**src/rtl/mult_div_unit.sv**
```systemverilog
// mult_div_unit: iterative MIPS HI/LO multiply/divide unit.
// Signed ops work on magnitudes; the sign is restored in the FINISH state.
// Optional build macro MDU_FAST_MULT_EN selects a single-cycle multiplier
// for MULT/MULTU. Divides always use the 32-step restoring divider.
module mult_div_unit #(
   parameter int WIDTH = 32
) (
   input  logic             clk,
   input  logic             reset,
   input  logic             start,
   input  logic [2:0]       op,
   input  logic [WIDTH-1:0] a,
   input  logic [WIDTH-1:0] b,
   output logic             busy,
   output logic             done,
   output logic [WIDTH-1:0] hi,
   output logic [WIDTH-1:0] lo
);

   localparam logic [2:0] OP_MULT  = 3'd0;
   localparam logic [2:0] OP_MULTU = 3'd1;
   localparam logic [2:0] OP_DIV   = 3'd2;
   localparam logic [2:0] OP_DIVU  = 3'd3;
   localparam logic [2:0] OP_MTHI  = 3'd4;
   localparam logic [2:0] OP_MTLO  = 3'd5;

   localparam logic [5:0] LAST_ITER = 6'(WIDTH - 1);

   typedef enum logic [1:0] {
      S_IDLE,
      S_RUN,
      S_FINISH
   } state_t;

   state_t               state;
   logic [5:0]           count;
   logic [2*WIDTH-1:0]   acc;      // product accumulator, or dividend/quotient in [WIDTH-1:0]
   logic [WIDTH:0]       rem;      // partial remainder
   logic [WIDTH-1:0]     dvsr;     // multiplicand magnitude or divisor magnitude
   logic                 is_div;
   logic                 neg_q;    // negate product / quotient at FINISH
   logic                 neg_r;    // negate remainder at FINISH

   logic                 signed_op;
   logic [WIDTH-1:0]     mag_a;
   logic [WIDTH-1:0]     mag_b;
   logic                 sign_diff;
   logic [WIDTH:0]       mul_sum;
   logic [WIDTH:0]       div_shift;
   logic [WIDTH:0]       div_diff;
   logic                 div_ge;
`ifdef MDU_FAST_MULT_EN
   logic [2*WIDTH-1:0]   fast_prod;
`endif

   // Magnitude of a value, treating it as two's complement only when sgn is set.
   function automatic logic [WIDTH-1:0] magnitude(input logic signed [WIDTH-1:0] v, input logic sgn);
      if (sgn && (v < 0))
         return WIDTH'(-v);
      return v;
   endfunction

   // Conditional two's-complement negate, single width (quotient/remainder).
   function automatic logic [WIDTH-1:0] cneg1(input logic [WIDTH-1:0] v, input logic n);
      return n ? (~v + 1'b1) : v;
   endfunction

   // Conditional two's-complement negate, double width (product).
   function automatic logic [2*WIDTH-1:0] cneg2(input logic [2*WIDTH-1:0] v, input logic n);
      return n ? (~v + 1'b1) : v;
   endfunction

   // Operand conditioning at acceptance plus one shift-add / restoring-divide step.
   always_comb begin
      signed_op = (op == OP_MULT) || (op == OP_DIV);
      mag_a     = magnitude(a, signed_op);
      mag_b     = magnitude(b, signed_op);
      sign_diff = signed_op && (a[WIDTH-1] ^ b[WIDTH-1]);
      mul_sum   = {1'b0, acc[2*WIDTH-1:WIDTH]} + (acc[0] ? {1'b0, dvsr} : {(WIDTH+1){1'b0}});
      div_shift = {rem[WIDTH-1:0], acc[WIDTH-1]};
      div_ge    = (div_shift >= {1'b0, dvsr});
      div_diff  = div_shift - {1'b0, dvsr};
`ifdef MDU_FAST_MULT_EN
      fast_prod = {{WIDTH{1'b0}}, mag_a} * {{WIDTH{1'b0}}, mag_b};
`endif
   end

   // Control FSM, iteration datapath and architectural HI/LO registers.
   always_ff @(posedge clk) begin
      if (!reset) begin
         state  <= S_IDLE;
         busy   <= 1'b0;
         done   <= 1'b0;
         hi     <= '0;
         lo     <= '0;
         count  <= '0;
         acc    <= '0;
         rem    <= '0;
         dvsr   <= '0;
         is_div <= 1'b0;
         neg_q  <= 1'b0;
         neg_r  <= 1'b0;
      end else begin
         done <= 1'b0;
         case (state)
            S_IDLE: begin
               if (start) begin
                  case (op)
                     OP_MTHI: hi <= a;
                     OP_MTLO: lo <= a;
                     OP_MULT, OP_MULTU: begin
                        is_div <= 1'b0;
                        neg_q  <= sign_diff;
                        neg_r  <= 1'b0;
                        busy   <= 1'b1;
`ifdef MDU_FAST_MULT_EN
                        acc    <= fast_prod;
                        state  <= S_FINISH;
`else
                        acc    <= {{WIDTH{1'b0}}, mag_b};
                        dvsr   <= mag_a;
                        count  <= '0;
                        state  <= S_RUN;
`endif
                     end
                     OP_DIV, OP_DIVU: begin
                        is_div <= 1'b1;
                        busy   <= 1'b1;
                        if (b == '0) begin
                           // Divide by zero: preload the fixed result, skip iterations.
                           acc   <= {{WIDTH{1'b0}}, {WIDTH{1'b1}}};
                           rem   <= {1'b0, a};
                           neg_q <= 1'b0;
                           neg_r <= 1'b0;
                           state <= S_FINISH;
                        end else begin
                           acc   <= {{WIDTH{1'b0}}, mag_a};
                           rem   <= '0;
                           dvsr  <= mag_b;
                           neg_q <= sign_diff;
                           neg_r <= signed_op && a[WIDTH-1];
                           count <= '0;
                           state <= S_RUN;
                        end
                     end
                     default: ;
                  endcase
               end
            end
            S_RUN: begin
               count <= count + 6'd1;
               if (is_div) begin
                  rem             <= div_ge ? div_diff : div_shift;
                  acc[WIDTH-1:0]  <= {acc[WIDTH-2:0], div_ge};
               end else begin
                  acc <= {mul_sum, acc[WIDTH-1:1]};
               end
               if (count == LAST_ITER)
                  state <= S_FINISH;
            end
            S_FINISH: begin
               if (is_div) begin
                  lo <= cneg1(acc[WIDTH-1:0], neg_q);
                  hi <= cneg1(rem[WIDTH-1:0], neg_r);
               end else begin
                  {hi, lo} <= cneg2(acc, neg_q);
               end
               done  <= 1'b1;
               busy  <= 1'b0;
               state <= S_IDLE;
            end
            default: begin
               state <= S_IDLE;
               busy  <= 1'b0;
            end
         endcase
      end
   end

endmodule

```
**config.mk**
```make
export PLATFORM = sky130hd
export DESIGN_NAME = mult_div_unit
export DESIGN_NICKNAME = d
export VERILOG_FILES = /design/src/rtl/mult_div_unit.sv
export SDC_FILE = /design/constraint.sdc
export NUM_CORES = 1
export LEC_CHECK = 0
export CORE_MARGIN = 5
export CORE_UTILIZATION = 54
export CTS_CLUSTER_SIZE = 28
export DETAILED_ROUTE_END_ITERATION = 7
export DONT_BUFFER_PORTS = 1
export PLACE_DENSITY = 0.8
export SLEW_MARGIN = 20
export SYNTH_ARGS = -nofsm -noshare
export SYNTH_HDL_FRONTEND = slang
export SYNTH_SLANG_ARGS = --single-unit
```
**constraint.sdc**
```tcl
create_clock -name clk -period 3.58 [get_ports clk]
set_clock_uncertainty 0.05 [all_clocks]
set_input_delay 1.074 -clock clk [delete_from_list [all_inputs] [get_ports clk]]
set_output_delay 1.074 -clock clk [all_outputs]
set_load 0.03 [all_outputs]
```
==> summary by stage <==
Synthesis
The average cell area after synthesis is 7.298 µm². The commonest cells after synthesis are sky130_fd_sc_hd__nor2_1, sky130_fd_sc_hd__nand2_1, sky130_fd_sc_hd__dfxtp_1, sky130_fd_sc_hd__a21oi_1, sky130_fd_sc_hd__o21ai_0. The dominant register cell in the synthesized netlist is sky130_fd_sc_hd__dfxtp_1. The Yosys warning count is 0. The number of storage elements in the synthesis netlist is 205.

The cell count after synthesis came out at 2272. The number of distinct library cells after synthesis is 81. Yosys attributes the largest share of cell area to sky130_fd_sc_hd__dfxtp_1, sky130_fd_sc_hd__a21oi_1, sky130_fd_sc_hd__nor2_1, sky130_fd_sc_hd__nand2_1, sky130_fd_sc_hd__xnor2_1. The library cell occupying the most area in the post-synthesis netlist is sky130_fd_sc_hd__dfxtp_1. Counting flops with an async set or reset pin after synthesis yields a share of 0. The total standard cell area after synthesis is 16580 µm². The share of the Yosys chip area taken by registers is 0.2475. The portion of synthesized cell area occupied by the leading cell type is 0.2475. The number of nets produced by synthesis is 2413. By instance count, the leading cell after synthesis is sky130_fd_sc_hd__nor2_1. The synthesized design contains 0 enable-type register cells.

Worst setup path
For this design, the slowest cell found on the critical path is sky130_fd_sc_hd__nor3b_1. Traced cell by cell, the critical path runs through inv_1 -> ha_1 -> a21oi_1 -> nor3b_1 -> a211oi_1 -> nor2_1 -> o31ai_1 -> buf_4 -> a21oi_4 -> buf_12 -> mux2_2 -> a221oi_1 -> nor2_1. The library cell appearing most often on the critical path is sky130_fd_sc_hd__nor2_1. The startpoint type of the worst setup path is a register. The launch point of the worst reg-to-reg path is dvsr[4]. The class of the most critical setup path is register to register. The largest incremental delay on the critical path is 430 ps. The worst endpoint required time is 3960 ps.

The origin of the worst setup path is dvsr[4]. STA classifies the critical path endpoint as a register. The number of cells on the worst reg-to-reg path is 13. The endpoint of the worst-slack reg-to-reg timing path is rem[17]. Following the worst setup path forward leads to its endpoint at rem[17]. The arrival time reported for the critical path endpoint is 3890 ps.

Of all nets on the critical path, the largest fanout is 26. For flop-to-flop paths, the worst setup slack is 70 ps.

Timing
For the pin with the worst max-slew slack, the measured transition is 906.9 ps. The worst path in the final design needs a cycle of 3512 ps, including I/O delays and setup. For this run, the top clock speed supported by timing is 284.7 MHz.

The final period utilization is 0.9810. Headroom to the max-slew limit came out at 0.3946. Setup repair after global routing could not meet its margin everywhere. After routing, the total negative slack on setup checks comes to 0 ps. The hold violation count in the final report is 0.

The setup-violating endpoint count in the final report is 0. The number of max-slew violations in the final report is 0. The tightest hold path in the finished design has a slack of 411.3 ps.

Die
The die is 185.2 µm wide. Pin placement for this block handled 136 I/O pins. The core box area is 30430 µm². The die height is 185.2 µm. The floorplan step defined a die boundary enclosing 34310 µm². Row generation in the floorplan step produced 64 rows.

The starting utilization of the core area is 0.5449.

Route
The vias after detailed routing is 18.54k. The final routed DRC violation total is 0. The length of the first detailed-routing pass in iterations is 7. Summed over all layers, the routed wires come to 69.75 mm. The violation count after the first detailed-route iteration is 2997. The average wire per cell in the routed design is 25.91 µm. After detailed routing, the number of vias per cell comes to 6.886. The detail route stage leaves a number of antenna-violating nets equal to 0.

Global routing
The number of antenna violations at the first check in global routing is 4. The all-layer global routing usage is 0.3902. Summed over all layers, the global routing overflow is 0. The wire length of the first global-routing pass is 103.9 mm. Entering global routing, the biggest net connects 111 pins. The via count of the first global-routing pass is 17.04k.

Pwr
The power density over the cells is 418.8 nW/µm². The maximum vdd drop is 0.3726 mV. The reported leakage power is 7.247 nW.

Clocking
After clock tree synthesis, the flow added hold-fix buffers numbering 0. Counting every sink on the clock net gives 205. The clock latency of the later-clocked register in the worst-skew pair is 570 ps. CTS built an H-tree with a depth of 1. The TritonCTS clock tree is yes. After clock tree synthesis, the clock-pin slew on the worst setup and hold paths is 60 ps. The number of buffers between clock root and the deepest sink is 3. The library cell used as clock root buffer is sky130_fd_sc_hd__clkbuf_16. The number of buffers inserted during clock tree synthesis is 25.

Placement
The final weighted congestion of routability-driven global placement is 1.057. Including well taps, the total number of placed cells is 2644. In this run the tool buffered the top-level ports with 0 buffer cells. The half-perimeter wire length of the detailed placement result is 53.06 mm.

Final layout
The non-filler instance count after layout is 2692. The synthesis-to-layout area growth is 11.71%. The net count of the finished layout is 2417. The ratio of cells with drive above 1 in the final layout is 0.1089.

Min path
The class of the tightest hold or removal check is register to register.

Run
The tool flagged a number of max-cap violations equal to 0.

Status
The run finished with clean final reports.
==> per-stage QoR <==
stage               worst slack [ps]  utilization  instance area, µm²  total power, mW
CTS                            47.65       0.6065               18460            7.619
floorplan                      184.1            -               16580            4.138
global route                  -62.51       0.6086               18520            8.004
global placement              -17.32       0.5773               17570            4.847
detailed placement            -27.29       0.5773               17570            4.877
finish                         68.12       0.6087               18520            7.758
==> layout by cell type (no fill, tap or decap), types with 28 or more instances in the layout <==
cell,count
sky130_fd_sc_hd__nor2_1,251
sky130_fd_sc_hd__nand2_1,234
sky130_fd_sc_hd__dfxtp_1,203
sky130_fd_sc_hd__a21oi_1,196
sky130_fd_sc_hd__o21ai_0,151
sky130_fd_sc_hd__buf_4,131
sky130_fd_sc_hd__xnor2_1,100
sky130_fd_sc_hd__xor2_1,96
sky130_fd_sc_hd__inv_1,71
sky130_fd_sc_hd__ha_1,69
sky130_fd_sc_hd__nor3_1,60
sky130_fd_sc_hd__nand3_1,59
sky130_fd_sc_hd__a221oi_1,54
sky130_fd_sc_hd__o211ai_1,43
sky130_fd_sc_hd__a211oi_1,42
sky130_fd_sc_hd__o31ai_1,33
sky130_fd_sc_hd__a21o_1,33
sky130_fd_sc_hd__mux2i_1,28
==> registers in the layout, indices dropped and copies added (netlist names) <==
name	cells
is_div	1
neg_q	1
state	2
busy	1
neg_r	1
count	6
done	1
dvsr	32
rem	32
hi	32
lo	32
acc	64
==> layer usage <==
layer  part of all wire  track usage
met1               0.38       0.5288
met2               0.40       0.5435
met3               0.15       0.1404
met4              0.063       0.1967
met5             0.0011            0
==> report_power, final <==
part	total (mW)	internal [mW]	switching (mW)	leakage [nW]
Combinational	2.36	0.909	1.45	5.14
Sequential	2.61	2.40	0.213	1.67
Clock	2.79	1.65	1.14	0.435
==> final cells by class <==
class	instances	area [µm²]
Antenna cell	1	2.502
Inverter	73	280.3
Sequential cell	205	4109
Fill cell	2803	11910
Multi-Input combinational cell	1837	11710
Clock buffer	32	681.9
Timing Repair Buffer	134	1044
Tap cell	396	495.5
Clock inverter	14	202.7
==> kinds of logic (layout without fill, tap and decap cells) <==
family,after synthesis,count (layout),share of synthesized area
simple gates,792,792,0.2234
flops,205,205,0.2475
fa+ha+maj,71,71,0.05448
buf+inv,230,253,0.05275
other cells,0,1,0
mux,54,54,0.03456
xor+xnor,196,196,0.1035
compound gates,724,724,0.2838
==> worst max-delay path: cells and delay by family, from the launching register on <==
kind / cells / cell delay (ps)
buffers and inverters: 3 / 520
muxes: 1 / 360
DFF: 1 / 400
adders and majority gates: 1 / 350
AOI/OAI and AO/OA: 5 / 940
and+or+nand+nor: 3 / 720
==> worst min-delay path by stage <==
stage	endpoint	slack, ps	startpoint	cells past startpoint
2_1_floorplan	dvsr[10]	380	dvsr[10]	2
3_3_place_gp	dvsr[14]	390	dvsr[14]	2
3_5_place_dp	dvsr[2]	400	dvsr[2]	2
4_1_cts	dvsr[13]	410	dvsr[13]	2
5_1_grt	dvsr[3]	440	dvsr[3]	2
6_report	dvsr[14]	410	dvsr[14]	2
==> timing repair <==
item | in CTS | in global routing
pin swaps | 0 | 1
endpoints found under the setup margin | 2 | 11
setup buffers | 0 | 1
gates resized for setup | 2 | 14
(Power assumes the default switching activity.)
